==> config.mk <==
export PLATFORM = sky130hd
export DESIGN_NAME = i3c_rstact_ctrl
export DESIGN_NICKNAME = d
export VERILOG_FILES = /design/src/rtl/i3c_rstact_pkg.sv /design/src/rtl/i3c_rstact_sync.sv /design/src/rtl/i3c_rstact_ctrl.sv
export SDC_FILE = /design/constraint.sdc
export NUM_CORES = 1
export LEC_CHECK = 0
export BUFFER_PORTS_ARGS = -buffer_cell sky130_fd_sc_hd__buf_2
export CORE_ASPECT_RATIO = 0.7
export CORE_MARGIN = 3
export CORE_UTILIZATION = 49
export DETAILED_ROUTE_END_ITERATION = 16
export PLACE_DENSITY = 0.89
export SLEW_MARGIN = 20
export SYNTH_ARGS = -nofsm -noshare
export SYNTH_HDL_FRONTEND = slang
export SYNTH_SLANG_ARGS = --single-unit
==> constraint.sdc <==
create_clock -name clk -period 2.59 [get_ports clk]
set_input_delay 0.3885 -clock clk [delete_from_list [all_inputs] [get_ports clk]]
set_output_delay 0.3885 -clock clk [all_outputs]
set_load 0.03 [all_outputs]
==> src/rtl/i3c_rstact_pkg.sv <==
// i3c_rstact_pkg: shared constants and types for the I3C RSTACT controller.
//   - RACT_* : 3-bit reset-action codes driven to the SRST detector.
//   - DB_*   : RSTACT CCC defining-byte values that have a fixed meaning.
//   - rstact_state_e : controller FSM states.
package i3c_rstact_pkg;

  localparam logic [2:0] RACT_NONE = 3'd0;
  localparam logic [2:0] RACT_DEF  = 3'd1;
  localparam logic [2:0] RACT_FULL = 3'd2;
  localparam logic [2:0] RACT_CUST = 3'd3;

  localparam logic [7:0] DB_NONE       = 8'h00;
  localparam logic [7:0] DB_DEF        = 8'h01;
  localparam logic [7:0] DB_FULL       = 8'h02;
  localparam logic [7:0] DB_GET_PERIPH = 8'h81;
  localparam logic [7:0] DB_GET_SYS    = 8'h82;

  typedef enum logic [1:0] {
    ST_IDLE,
    ST_RST_SEEN,
    ST_WAIT_DONE,
    ST_CLEARING
  } rstact_state_e;

endpackage

==> src/rtl/i3c_rstact_sync.sv <==
// i3c_rstact_sync: WIDTH-bit multi-stage flop synchronizer with synchronous
// active-high reset (all stages clear to 0).
//   clk  in          destination clock
//   rst  in          synchronous reset, active-high
//   d    in  WIDTH   asynchronous inputs
//   q    out WIDTH   synchronized outputs (STAGES cycles of latency)
module i3c_rstact_sync
  import i3c_rstact_pkg::*;
#(
  parameter int unsigned WIDTH  = 1,
  parameter int unsigned STAGES = 2
) (
  input  logic             clk,
  input  logic             rst,
  input  logic [WIDTH-1:0] d,
  output logic [WIDTH-1:0] q
);

  logic [WIDTH-1:0] stage [STAGES];

  always_ff @(posedge clk) begin
    if (rst) begin
      for (int unsigned i = 0; i < STAGES; i++) stage[i] <= '0;
    end else begin
      stage[0] <= d;
      for (int unsigned i = 1; i < STAGES; i++) stage[i] <= stage[i-1];
    end
  end

  assign q = stage[STAGES-1];

endmodule

==> src/rtl/i3c_rstact_ctrl.sv <==
// i3c_rstact_ctrl: always-on controller sequencing the I3C SRST detector.
// Decodes RSTACT CCCs into the action/clear bus, synchronizes the detector's
// reset outputs, sequences peripheral-reset completion into a clear pulse and
// answers GET RSTACT with recovery times.
// Optional feature (macro I3C_RSTACT_TIMEOUT_EN): WAIT_DONE watchdog that
// latches rst_timeout after TIMEOUT_CYCLES without periph_rst_done.
// Ports:
//   clk, RST (sync, active-high)
//   ccc_rstact_vld/get/db   RSTACT CCC strobe, GET/SET form, defining byte
//   bus_start, bus_stop     START / STOP pulses
//   deepest_sleep           masks clear and SET requests
//   det_rst_action/block/all  async detector outputs
//   periph_rst_done         peripheral reset completed (level)
//   rst_action_bus[3:0]     {clear, action code} to detector
//   rstact_get_data/vld     GET RSTACT response
//   periph_rst_req, sys_rst_req, cust_rst_req, rst_timeout
module i3c_rstact_ctrl
  import i3c_rstact_pkg::*;
#(
  parameter logic [7:0]  PERIPH_RST_TIME = 8'h01,
  parameter logic [7:0]  SYS_RST_TIME    = 8'h05,
  parameter int unsigned CLR_CYCLES      = 4,
  parameter int unsigned SYNC_STAGES     = 2,
  parameter int unsigned TIMEOUT_CYCLES  = 1024
) (
  input  logic       clk,
  input  logic       RST,
  input  logic       ccc_rstact_vld,
  input  logic       ccc_rstact_get,
  input  logic [7:0] ccc_rstact_db,
  input  logic       bus_start,
  input  logic       bus_stop,
  input  logic       deepest_sleep,
  input  logic       det_rst_action,
  input  logic       det_rst_block,
  input  logic       det_rst_all,
  input  logic       periph_rst_done,
  output logic [3:0] rst_action_bus,
  output logic [7:0] rstact_get_data,
  output logic       rstact_get_vld,
  output logic       periph_rst_req,
  output logic       sys_rst_req,
  output logic       cust_rst_req,
  output logic       rst_timeout
);

  if (CLR_CYCLES < 1 || CLR_CYCLES > 15) begin : g_bad_clr
    $error("CLR_CYCLES must be in 1..15");
  end
  if (SYNC_STAGES < 2 || SYNC_STAGES > 3) begin : g_bad_sync
    $error("SYNC_STAGES must be in 2..3");
  end
  if (TIMEOUT_CYCLES < 1) begin : g_bad_to
    $error("TIMEOUT_CYCLES must be at least 1");
  end

  logic [2:0] s_det;
  logic       s_act, s_blk, s_all;

  i3c_rstact_sync #(
    .WIDTH  (3),
    .STAGES (SYNC_STAGES)
  ) u_sync (
    .clk (clk),
    .rst (RST),
    .d   ({det_rst_all, det_rst_block, det_rst_action}),
    .q   (s_det)
  );

  assign {s_all, s_blk, s_act} = s_det;

  rstact_state_e state;
  logic [2:0]    action;
  logic          clr;
  logic [3:0]    clr_cnt;
  logic          stopped;
  logic          rearm;    // s_act must go low before the next SRST is accepted

  logic       set_req, get_req;
  logic [2:0] set_code;
  logic [7:0] get_val;

  // Defining bytes 0x80..0xFF in SET form carry no action and are dropped.
  assign set_req = ccc_rstact_vld & ~ccc_rstact_get & ~deepest_sleep & ~ccc_rstact_db[7];
  assign get_req = ccc_rstact_vld & ccc_rstact_get;

  always_comb begin
    set_code = RACT_CUST;
    case (ccc_rstact_db)
      DB_NONE: set_code = RACT_NONE;
      DB_DEF:  set_code = RACT_DEF;
      DB_FULL: set_code = RACT_FULL;
      default: set_code = RACT_CUST;
    endcase
  end

  always_comb begin
    get_val = 8'h00;
    if (ccc_rstact_db == DB_GET_PERIPH)   get_val = PERIPH_RST_TIME;
    else if (ccc_rstact_db == DB_GET_SYS) get_val = SYS_RST_TIME;
  end

`ifdef I3C_RSTACT_TIMEOUT_EN
  localparam int unsigned TO_W = $clog2(TIMEOUT_CYCLES + 1);
  logic [TO_W-1:0] to_cnt;
`else
  assign rst_timeout = 1'b0;
`endif

  always_ff @(posedge clk) begin
    if (RST) begin
      state           <= ST_IDLE;
      action          <= RACT_NONE;
      clr             <= 1'b0;
      clr_cnt         <= '0;
      stopped         <= 1'b0;
      rearm           <= 1'b0;
      rstact_get_data <= '0;
      rstact_get_vld  <= 1'b0;
      periph_rst_req  <= 1'b0;
      sys_rst_req     <= 1'b0;
      cust_rst_req    <= 1'b0;
`ifdef I3C_RSTACT_TIMEOUT_EN
      to_cnt          <= '0;
      rst_timeout     <= 1'b0;
`endif
    end else begin
      cust_rst_req   <= 1'b0;
      rstact_get_vld <= get_req;
      if (get_req) rstact_get_data <= get_val;
      if (s_all) sys_rst_req <= 1'b1;

      // A START consumes a pending STOP; a simultaneous STOP re-arms it.
      stopped <= bus_stop | (stopped & ~bus_start);

      // Action is only writable in IDLE; a SET beats the START-expiry.
      if (state == ST_IDLE) begin
        if (set_req)                  action <= set_code;
        else if (bus_start && stopped) action <= RACT_NONE;
      end

      if (rearm && !s_act) rearm <= 1'b0;

      if (s_all) begin
        // System reset owns everything from here; park without clearing.
        state <= ST_RST_SEEN;
        clr   <= 1'b0;
      end else begin
        unique case (state)
          ST_IDLE: begin
            if (s_act && !rearm) state <= ST_RST_SEEN;
          end
          ST_RST_SEEN: begin
            if (s_blk) begin
              periph_rst_req <= 1'b1;
              state          <= ST_WAIT_DONE;
`ifdef I3C_RSTACT_TIMEOUT_EN
              to_cnt         <= '0;
`endif
            end else begin
              if (action == RACT_CUST) cust_rst_req <= 1'b1;
              clr     <= 1'b1;
              clr_cnt <= '0;
              state   <= ST_CLEARING;
            end
          end
          ST_WAIT_DONE: begin
`ifdef I3C_RSTACT_TIMEOUT_EN
            if (!rst_timeout) begin
              if (periph_rst_done) begin
                periph_rst_req <= 1'b0;
                clr            <= 1'b1;
                clr_cnt        <= '0;
                state          <= ST_CLEARING;
              end else if (to_cnt == TO_W'(TIMEOUT_CYCLES - 1)) begin
                rst_timeout <= 1'b1;
              end else begin
                to_cnt <= to_cnt + 1'b1;
              end
            end
`else
            if (periph_rst_done) begin
              periph_rst_req <= 1'b0;
              clr            <= 1'b1;
              clr_cnt        <= '0;
              state          <= ST_CLEARING;
            end
`endif
          end
          ST_CLEARING: begin
            if (clr_cnt == 4'(CLR_CYCLES - 1)) begin
              clr    <= 1'b0;
              action <= RACT_NONE;
              rearm  <= s_act;
              state  <= ST_IDLE;
            end else begin
              clr_cnt <= clr_cnt + 1'b1;
            end
          end
          default: state <= ST_IDLE;
        endcase
      end
    end
  end

  assign rst_action_bus = {clr & ~deepest_sleep, action};

endmodule
==> results_tabular.tex, run 1 <==
\begin{tabular}{lr}
\hline
Metric & Value \\
\hline
\multicolumn{2}{l}{\textbf{Power and ir drop}} \\
Total Power & approximately 0.9 mW \\
Worst vdd rail ir drop & $\sim$450 uV \\
Leakage Power & 0.600 nW \\
Total power divided by cell area & 691 nW/um2 \\
\multicolumn{2}{l}{\textbf{Timing}} \\
Final hold slack & approximately 270 ps \\
Final worst path period share & $\sim$80\% \\
Slew at the pin closest to its max-slew limit & between 500 and 600 ps \\
Clock skew after layout & between 7 and 8 ps \\
Final Critical Period & 2010 ps \\
Hold violation count in the final report & 0 \\
Worst Setup Slack, final & $\sim$580 ps \\
Max-slew violation count & 0 \\
Final-report setup violation count & 0 \\
Unrepaired setup endpoints after global routing & false \\
Relative slew slack & 64.5\% \\
Maximum achievable frequency & roughly 0.50 GHz \\
Total negative slack & 0 ps \\
\multicolumn{2}{l}{\textbf{Finish}} \\
Share of post-route cells with drive strength above 1 & 23.9\% \\
Final Instance Area & 1310 um2 \\
Non-filler cells in the finished layout & 185 \\
Count of nets after finishing & around 180 \\
Final cell utilization of the core & between 60\% and 70\% \\
Number of antenna cells inserted & 0 \\
Filler Cells Inserted & roughly 200 \\
Layout-stage area growth over the synthesis result & 15.2\% \\
\multicolumn{2}{l}{\textbf{Setup path}} \\
Worst endpoint required time & approximately 2800 ps \\
Chain of cells forming the critical path & ha\_1 -> or3b\_4 -> a222oi\_1 -> mux2i\_1 -> nor3\_2 \\
Crit Path Category & reg2reg \\
Critical path's slowest cell & sky130\_fd\_sc\_hd\_\_a222oi\_1 \\
Cell depth of the worst flop-to-flop path & 5 \\
Biggest fanout along the worst timing path & 4 \\
Signal arrival time at the worst endpoint & 2220 ps \\
Slowest Stage Delay on Critical Path & about 550 ps \\
Register-to-register setup slack & $\sim$580 ps \\
Launching element type of the critical path & register \\
Critical Path End Type & register \\
\multicolumn{2}{l}{\textbf{Floorplanning}} \\
Die area & just under 3000 um2 \\
Starting Density & between 50\% and 60\% \\
Core area & around 2000 um2 \\
Die X & 63.5 um \\
Floorplan die height & between 40 and 50 um \\
I/O pin count & 36 \\
Standard-cell rows & 13 \\
\multicolumn{2}{l}{\textbf{GRT}} \\
Overall track demand over capacity in global routing & 17.1\% \\
Global-route wire length before repair & about 3800 um \\
Via count of the first global-routing pass & 835 \\
Pin count of the biggest net entering global routing & 24 \\
Congestion Overflow GR & 0 \\
Number of antenna violations at the first check in global routing & 0 \\
\multicolumn{2}{l}{\textbf{Synthesis}} \\
Main area contributors after synthesis & sky130\_fd\_sc\_hd\_\_dfxtp\_1, sky130\_fd\_sc\_hd\_\_ha\_1, sky130\_fd\_sc\_hd\_\_buf\_4, sky130\_fd\_sc\_hd\_\_nor2b\_1, sky130\_fd\_sc\_hd\_\_nor2\_1 \\
Most used DFF post-synth & sky130\_fd\_sc\_hd\_\_dfxtp\_1 \\
Yosys top cell area share & between 40\% and 50\% \\
Cell taking the most area after synthesis & sky130\_fd\_sc\_hd\_\_dfxtp\_1 \\
Count of unique library cells instantiated by Yosys & between 40 and 50 \\
Async S/R FF share, synth & 0\% \\
Cell area after synthesis & 1130 um2 \\
Post-synthesis sequential element count & 24 \\
Post-synth EDFFs & 0 \\
Sequential fraction of the synthesis area & around 42\% \\
Mean instance size in the synthesized netlist & just under 9 um2 \\
Number of warnings issued by yosys & 0 \\
Post-synthesis instance total & $\sim$130 \\
\multicolumn{2}{l}{\textbf{Clock network}} \\
Depth of the CTS H-tree & 1 \\
Hold buffer count at cts & 0 \\
CTS tree & yes \\
Later-pin clock latency in the skew report & around 320 ps \\
Number of sinks handled by clock tree synthesis & 24 \\
Num CTS Buffers & 3 \\
Quantity of gates resized following cts & 0 \\
Post-CTS Setup Inserts & 0 \\
Deepest clock path buffer count & 2 \\
Cell at the root of the clock tree & sky130\_fd\_sc\_hd\_\_clkbuf\_4 \\
Clock-pin transition on the worst setup and hold timing paths & around 130 ps \\
\multicolumn{2}{l}{\textbf{Placement}} \\
Placement-stage worst setup slack & 611 ps \\
Area post-placement & around 1300 um2 \\
Post-DP HPWL & 1880 um \\
Placed cell count & around 180 \\
Final RePlAce weighted congestion & roughly 0.81 \\
Number of buffers inserted by port buffering & 28 \\
\multicolumn{2}{l}{\textbf{Worst hold path}} \\
Hold depth & 2 \\
Class of the tightest hold or removal check & in2reg \\
\multicolumn{2}{l}{\textbf{Drt}} \\
Final routed DRC violation total & 0 \\
Total Wirelength & 2400 um \\
Total via count in the routed design & slightly below 1000 \\
Number of vias per cell & 5.26 \\
DRT antenna net count & 0 \\
1st-iter DRT viols & 50 \\
Average wire per standard cell & roughly 13 um \\
Number of optimization iterations in the first detailed-route pass & 4 \\
\multicolumn{2}{l}{\textbf{Run status}} \\
Status & complete, no violations \\
\multicolumn{2}{l}{\textbf{Job}} \\
Max-capacitance violation count & 0 \\
\hline
\end{tabular}
[path summary, 6_finish.rpt]
kind	end	start
worst max-delay path	state[1]	clr_cnt[1]
worst min-delay path	u_sync.stage[0][2]	det_rst_all
worst max register to register	state[1]	clr_cnt[1]
worst min register to register	u_sync.stage[0][5]	u_sync.stage[0][2]
[cells in the mapped netlist (2+ instances only)]
cell,number
sky130_fd_sc_hd__nor4b_1,2
sky130_fd_sc_hd__nand3_1,3
sky130_fd_sc_hd__a21o_1,2
sky130_fd_sc_hd__nand4_1,2
sky130_fd_sc_hd__nor2_1,10
sky130_fd_sc_hd__o31ai_1,2
sky130_fd_sc_hd__inv_1,8
sky130_fd_sc_hd__o21ai_0,3
sky130_fd_sc_hd__nor4_1,2
sky130_fd_sc_hd__nor3_1,2
sky130_fd_sc_hd__a211oi_1,2
sky130_fd_sc_hd__dfxtp_1,24
sky130_fd_sc_hd__nor2b_1,7
sky130_fd_sc_hd__nand2b_1,3
sky130_fd_sc_hd__clkbuf_1,2
sky130_fd_sc_hd__or4_1,2
sky130_fd_sc_hd__nand2_1,9
sky130_fd_sc_hd__buf_4,7
sky130_fd_sc_hd__ha_1,6
sky130_fd_sc_hd__or2_2,2
sky130_fd_sc_hd__a21oi_1,7
[critical path: cells and delay by family (launching register included)]
kind,cells,cell delay [ps]
fa+ha+maj,1,200
simple gates,2,470
compound gates,1,550
mux,1,290
flops,1,390
[placed cells by master, fill, tap and decap left out, types with 2 or more instances in the layout]
| master | instances |
|---|---|
| sky130_fd_sc_hd__nor3_1 | 2 |
| sky130_fd_sc_hd__buf_2 | 28 |
| sky130_fd_sc_hd__clkbuf_4 | 3 |
| sky130_fd_sc_hd__nor4b_1 | 2 |
| sky130_fd_sc_hd__a21o_1 | 2 |
| sky130_fd_sc_hd__ha_1 | 6 |
| sky130_fd_sc_hd__dfxtp_1 | 24 |
| sky130_fd_sc_hd__or2_2 | 2 |
| sky130_fd_sc_hd__inv_1 | 8 |
| sky130_fd_sc_hd__nand4_1 | 2 |
| sky130_fd_sc_hd__o31ai_1 | 2 |
| sky130_fd_sc_hd__or4_1 | 2 |
| sky130_fd_sc_hd__nor2_1 | 10 |
| sky130_fd_sc_hd__a211oi_1 | 2 |
| sky130_fd_sc_hd__nand3_1 | 3 |
| sky130_fd_sc_hd__nand2_1 | 9 |
| sky130_fd_sc_hd__a21oi_1 | 7 |
| sky130_fd_sc_hd__nor2b_1 | 7 |
| sky130_fd_sc_hd__nor4_1 | 2 |
| sky130_fd_sc_hd__nand2b_1 | 3 |
| sky130_fd_sc_hd__o21ai_0 | 3 |
| sky130_fd_sc_hd__conb_1 | 7 |
[flip-flops by register name, summed over array words and instances (netlist names)]
| register | flops |
|---|---|
| u_sync.stage | 6 |
| clr_cnt | 4 |
| action | 3 |
| rstact_get_data | 2 |
| state | 2 |
| clr | 1 |
| cust_rst_req | 1 |
| periph_rst_req | 1 |
| rearm | 1 |
| rstact_get_vld | 1 |
| stopped | 1 |
| sys_rst_req | 1 |
[cell type report]
cell class / instances / area, um2 / share of cell area (%)
multi-input cells: 91 / 583 / 44.6
flip-flops and latches: 24 / 480 / 36.7
repair buffers: 28 / 140 / 10.7
well taps: 30 / 37.5 / 2.87
clock buffers: 4 / 36.3 / 2.78
inverters: 8 / 30.0 / 2.30
[cells by family after synthesis]
group,share of synthesized area (%)
other,0.330
DFF,42.3
xor gates and xnor gates,0.772
adders and majority gates,6.62
AOI/OAI and AO/OA,14.4
muxes,1.87
buffers and inverters,8.27
and+or+nand+nor,25.4
[metal layers]
layer	vias to the layer above	track usage (%)	wire length, um
met5	-	0	0
met4	0	5.15	12
met3	2	5.37	182
met2	38	30.1	1170
met1	446	20.4	1030
li1	487	-	-
[report_power, final]
| part | switching (mW) | total, mW | internal [mW] |
|---|---|---|---|
| Combinational | 0.168 | 0.282 | 0.115 |
| Clock | 0.110 | 0.196 | 0.0860 |
| Sequential | 0.0255 | 0.425 | 0.399 |
Note: power is estimated with default switching activity, not from simulation.
==> run 2, diff against run 1 <==
ABC_AREA = 1   (was unset)
CORE_UTILIZATION = 50   (was 49)
PLACE_DENSITY = 0.9   (was 0.89)
clock period = 1.88 ns   (was 2.59 ns; I/O delays follow)
==> run 2 against run 1 <==
Against the previous run:
- die area up 4.5%
- first-iteration DRC count is 14% higher
- register-to-register slack worse by 230 ps
- largest cell class unchanged
- critical path depth grew 3
- sequential power is 51% higher
- critical endpoint is now clr_cnt[0]
- clock-buffer cell count stayed put
- fmax is 32% higher
- synthesized cell count is 39% higher
==> results_tabular.tex, run 2 <==
\begin{tabular}{lr}
\hline
Metric & Value \\
\hline
\multicolumn{2}{l}{\textbf{Timing}} \\
Total negative slack & 0 ps (unchanged) \\
Final-report setup violation count & 0 (unchanged) \\
Maximum achievable frequency & 0.653 GHz (+32\%) \\
Final Critical Period & 1530 ps (-483 ps) \\
Max-slew violation count & 0 (unchanged) \\
Hold violation count in the final report & 0 (unchanged) \\
Unrepaired setup endpoints after global routing & false \\
Clock skew after layout & 5.82 ps (-2.18 ps) \\
Final worst path period share & 81.4\% (+3.7 points) \\
\multicolumn{2}{l}{\textbf{Setup path}} \\
Signal arrival time at the worst endpoint & 1760 ps (-460 ps) \\
Critical register-to-register path endpoint & clr\_cnt[0] \\
Biggest fanout along the worst timing path & 5 (+1) \\
Worst endpoint required time & 2110 ps (-680 ps) \\
Launch point of the worst reg-to-reg path & state[0] \\
Critical Path End Type & register \\
Cell depth of the worst flop-to-flop path & 8 (+3) \\
Launching element type of the critical path & register \\
Crit Path Category & reg2reg \\
Register-to-register setup slack & 350 ps (-230 ps) \\
\multicolumn{2}{l}{\textbf{Finish}} \\
Count of nets after finishing & 233 (+29\%) \\
Max FFs per register & 6 (unchanged) \\
Largest registers & u\_sync.stage x6, clr\_cnt x4, action x3 \\
Number of antenna cells inserted & 0 (unchanged) \\
Share of post-route cells with drive strength above 1 & 20.3\% (-3.6 points) \\
Layout-stage area growth over the synthesis result & 15.0\% \\
Largest register by flop count & u\_sync.stage \\
Most common library cell in the layout ignoring fill and taps & sky130\_fd\_sc\_hd\_\_inv\_1 \\
Top library cells by usage in the layout, fill and taps aside & sky130\_fd\_sc\_hd\_\_inv\_1, sky130\_fd\_sc\_hd\_\_nor2\_1, sky130\_fd\_sc\_hd\_\_buf\_2 \\
\multicolumn{2}{l}{\textbf{Clock network}} \\
Later-pin clock latency in the skew report & 320 ps (about the same) \\
Depth of the CTS H-tree & 1 (unchanged) \\
Post-CTS Setup Inserts & 0 (unchanged) \\
CTS tree & yes \\
Number of sinks handled by clock tree synthesis & 24 (unchanged) \\
Num CTS Buffers & 3 (unchanged) \\
Quantity of gates resized following cts & 0 (unchanged) \\
Hold buffer count at cts & 0 (unchanged) \\
Deepest clock path buffer count & 2 (unchanged) \\
Cell at the root of the clock tree & sky130\_fd\_sc\_hd\_\_clkbuf\_4 \\
Clock-pin transition on the worst setup and hold timing paths & 130 ps (about the same) \\
\multicolumn{2}{l}{\textbf{Floorplanning}} \\
Standard-cell rows & 14 (+1) \\
Floorplan die height & 47.3 um (+2.2\%) \\
I/O pin count & 36 (unchanged) \\
Starting Density & 54.7\% (-1.5 points) \\
Core area & 2220 um2 (+10\%) \\
Die area & 3070 um2 (+4.5\%) \\
Die X & 65.0 um (+2.3\%) \\
\multicolumn{2}{l}{\textbf{Drt}} \\
Final routed DRC violation total & 0 (unchanged) \\
DRT antenna net count & 0 (unchanged) \\
Total Wirelength & 2260 um (-5.8\%) \\
Number of optimization iterations in the first detailed-route pass & 4 (unchanged) \\
Number of vias per cell & 4.49 (-15\%) \\
Average wire per standard cell & 9.45 um (-27\%) \\
1st-iter DRT viols & 57 (+14\%) \\
Total via count in the routed design & 1074 (+10\%) \\
\multicolumn{2}{l}{\textbf{Synthesis}} \\
Sequential fraction of the synthesis area & 39.5\% (-2.9 points) \\
Yosys top cell area share & 39.5\% (-2.9 points) \\
Main area contributors after synthesis & sky130\_fd\_sc\_hd\_\_dfxtp\_1, sky130\_fd\_sc\_hd\_\_inv\_1, sky130\_fd\_sc\_hd\_\_nor2\_1, sky130\_fd\_sc\_hd\_\_nand2\_1, sky130\_fd\_sc\_hd\_\_ha\_1 \\
Cell area after synthesis & 1220 um2 (+7.3\%) \\
Post-synthesis sequential element count & 24 (unchanged) \\
Async S/R FF share, synth & 0\% (unchanged) \\
Most common cell in the synthesized netlist & sky130\_fd\_sc\_hd\_\_inv\_1 \\
Count of unique library cells instantiated by Yosys & 19 (-54\%) \\
Number of warnings issued by yosys & 0 (unchanged) \\
Cell taking the most area after synthesis & sky130\_fd\_sc\_hd\_\_dfxtp\_1 \\
Synth cell count leaders & sky130\_fd\_sc\_hd\_\_inv\_1, sky130\_fd\_sc\_hd\_\_nor2\_1, sky130\_fd\_sc\_hd\_\_nand2\_1 \\
Mean instance size in the synthesized netlist & 6.88 um2 (-23\%) \\
Post-synthesis instance total & 177 (+39\%) \\
Post-synth EDFFs & 0 (unchanged) \\
Most used DFF post-synth & sky130\_fd\_sc\_hd\_\_dfxtp\_1 \\
\multicolumn{2}{l}{\textbf{Power and ir drop}} \\
Share of total power in combinational logic & 43.3\% (+12 points) \\
Worst vdd rail ir drop & 698 uV (+56\%) \\
Total Power & 1.61 mW (+78\%) \\
Fraction of power consumed by the clock network & 16.7\% (-5.0 points) \\
Net switching power figure & 0.658 mW (+120\%) \\
Internal Power & 0.949 mW (+58\%) \\
Total power divided by cell area & 1150 nW/um2 (+66\%) \\
Switching share of total power & 40.9\% (+7.4 points) \\
Fraction of power consumed by sequential logic & 40.0\% (-7.0 points) \\
Leakage Power & 0.719 nW (+20\%) \\
\multicolumn{2}{l}{\textbf{GRT}} \\
Global-route wire length before repair & 3970 um (+4.9\%) \\
Pin count of the biggest net entering global routing & 16 (-33\%) \\
Overall track demand over capacity in global routing & 16.7\% (-0.35 points) \\
Congestion Overflow GR & 0 (unchanged) \\
Via count of the first global-routing pass & 958 (+15\%) \\
Number of antenna violations at the first check in global routing & 0 (unchanged) \\
\multicolumn{2}{l}{\textbf{Worst hold path}} \\
Hold Path Origin & det\_rst\_action \\
Class of the tightest hold or removal check & in2reg \\
Hold depth & 3 (+1) \\
End of the worst hold path & u\_sync.stage[0][0] \\
\multicolumn{2}{l}{\textbf{Run status}} \\
Status & complete, no violations \\
\multicolumn{2}{l}{\textbf{Placement}} \\
Number of buffers inserted by port buffering & 28 (unchanged) \\
Final RePlAce weighted congestion & 0.806 (-0.12\%) \\
Post-DP HPWL & 1800 um (-4.3\%) \\
\multicolumn{2}{l}{\textbf{Job}} \\
Max-capacitance violation count & 0 (unchanged) \\
\hline
\end{tabular}
## run 2: metrics by stage
stage | cells | cell area, um2 | util (%) | hold slack, ps | worst slack, ps
finish | 239 | 1400 | 62.9 | 156 | 349
global route | 239 | 1400 | 62.9 | 152 | 145
CTS | 239 | 1400 | 62.9 | 151 | 339
detailed placement | 235 | 1360 | 61.3 | 394 | 356
global placement | 235 | 1360 | 61.3 | 391 | 439
floorplan | 183 | 1240 | - | 351 | 516
## run 2: worst max path at each step
stage | startpoint | end | slack [ps] | cells after the start
floorplan | state[0] | clr_cnt[0] | 520 | 8
global placement | state[0] | clr_cnt[0] | 440 | 8
detailed placement | state[0] | clr_cnt[0] | 360 | 8
CTS | state[0] | clr_cnt[0] | 340 | 8
global route | state[0] | clr_cnt[1] | 140 | 8
finish | state[0] | clr_cnt[0] | 350 | 8
## run 2: routing by layer
layer / GRT usage, % / share of wire (%) / up-vias
met4: 4.62 / 1.5 / 0
li1: - / - / 590
met1: 22.9 / 50 / 446
met2: 25.4 / 41 / 32
met3: 5.74 / 7.2 / 6
met5: 0 / 0 / -
## run 2: power by group through the flow
| stage | registers (mW) | logic, mW | clock network (mW) |
|---|---|---|---|
| final | 0.642 | 0.696 | 0.268 |
| after global routing | 0.654 | 0.813 | 0.289 |
| after CTS | 0.642 | 0.695 | 0.272 |
| after detailed placement | 0.655 | 0.680 | 0 |
| after global placement | 0.649 | 0.673 | 0 |
| after floorplan | 0.676 | 0.526 | 0 |
## run 2: cells by family (layout without fill, tap and decap cells)
family | after synthesis | in the layout | synth area share, %
AOI/OAI and AO/OA | 19 | 19 | 7.81
xor gates and xnor gates | 1 | 1 | 0.720
adders and majority gates | 6 | 6 | 6.17
buffers and inverters | 43 | 67 | 15.4
DFF | 24 | 24 | 39.5
other | 1 | 7 | 0.308
and+or+nand+nor | 83 | 83 | 30.1
## run 2: critical path, stage by stage (launching register included)
cell and delay, ps:
sky130_fd_sc_hd__dfxtp_1 420, sky130_fd_sc_hd__inv_1 120, sky130_fd_sc_hd__ha_1 260, sky130_fd_sc_hd__nand2_2 100, sky130_fd_sc_hd__nand2_2 70, sky130_fd_sc_hd__nor2_1 120
sky130_fd_sc_hd__o21ai_0 130, sky130_fd_sc_hd__o21ai_0 170, sky130_fd_sc_hd__nor2_1 60
## run 2: layout make-up
class	instances	area, um2
Tap cell	32	40.0
Fill cell	209	825
Multi-Input combinational cell	116	572
Inverter	35	131
Sequential cell	24	480
Clock buffer	4	36.3
Timing Repair Buffer	28	140
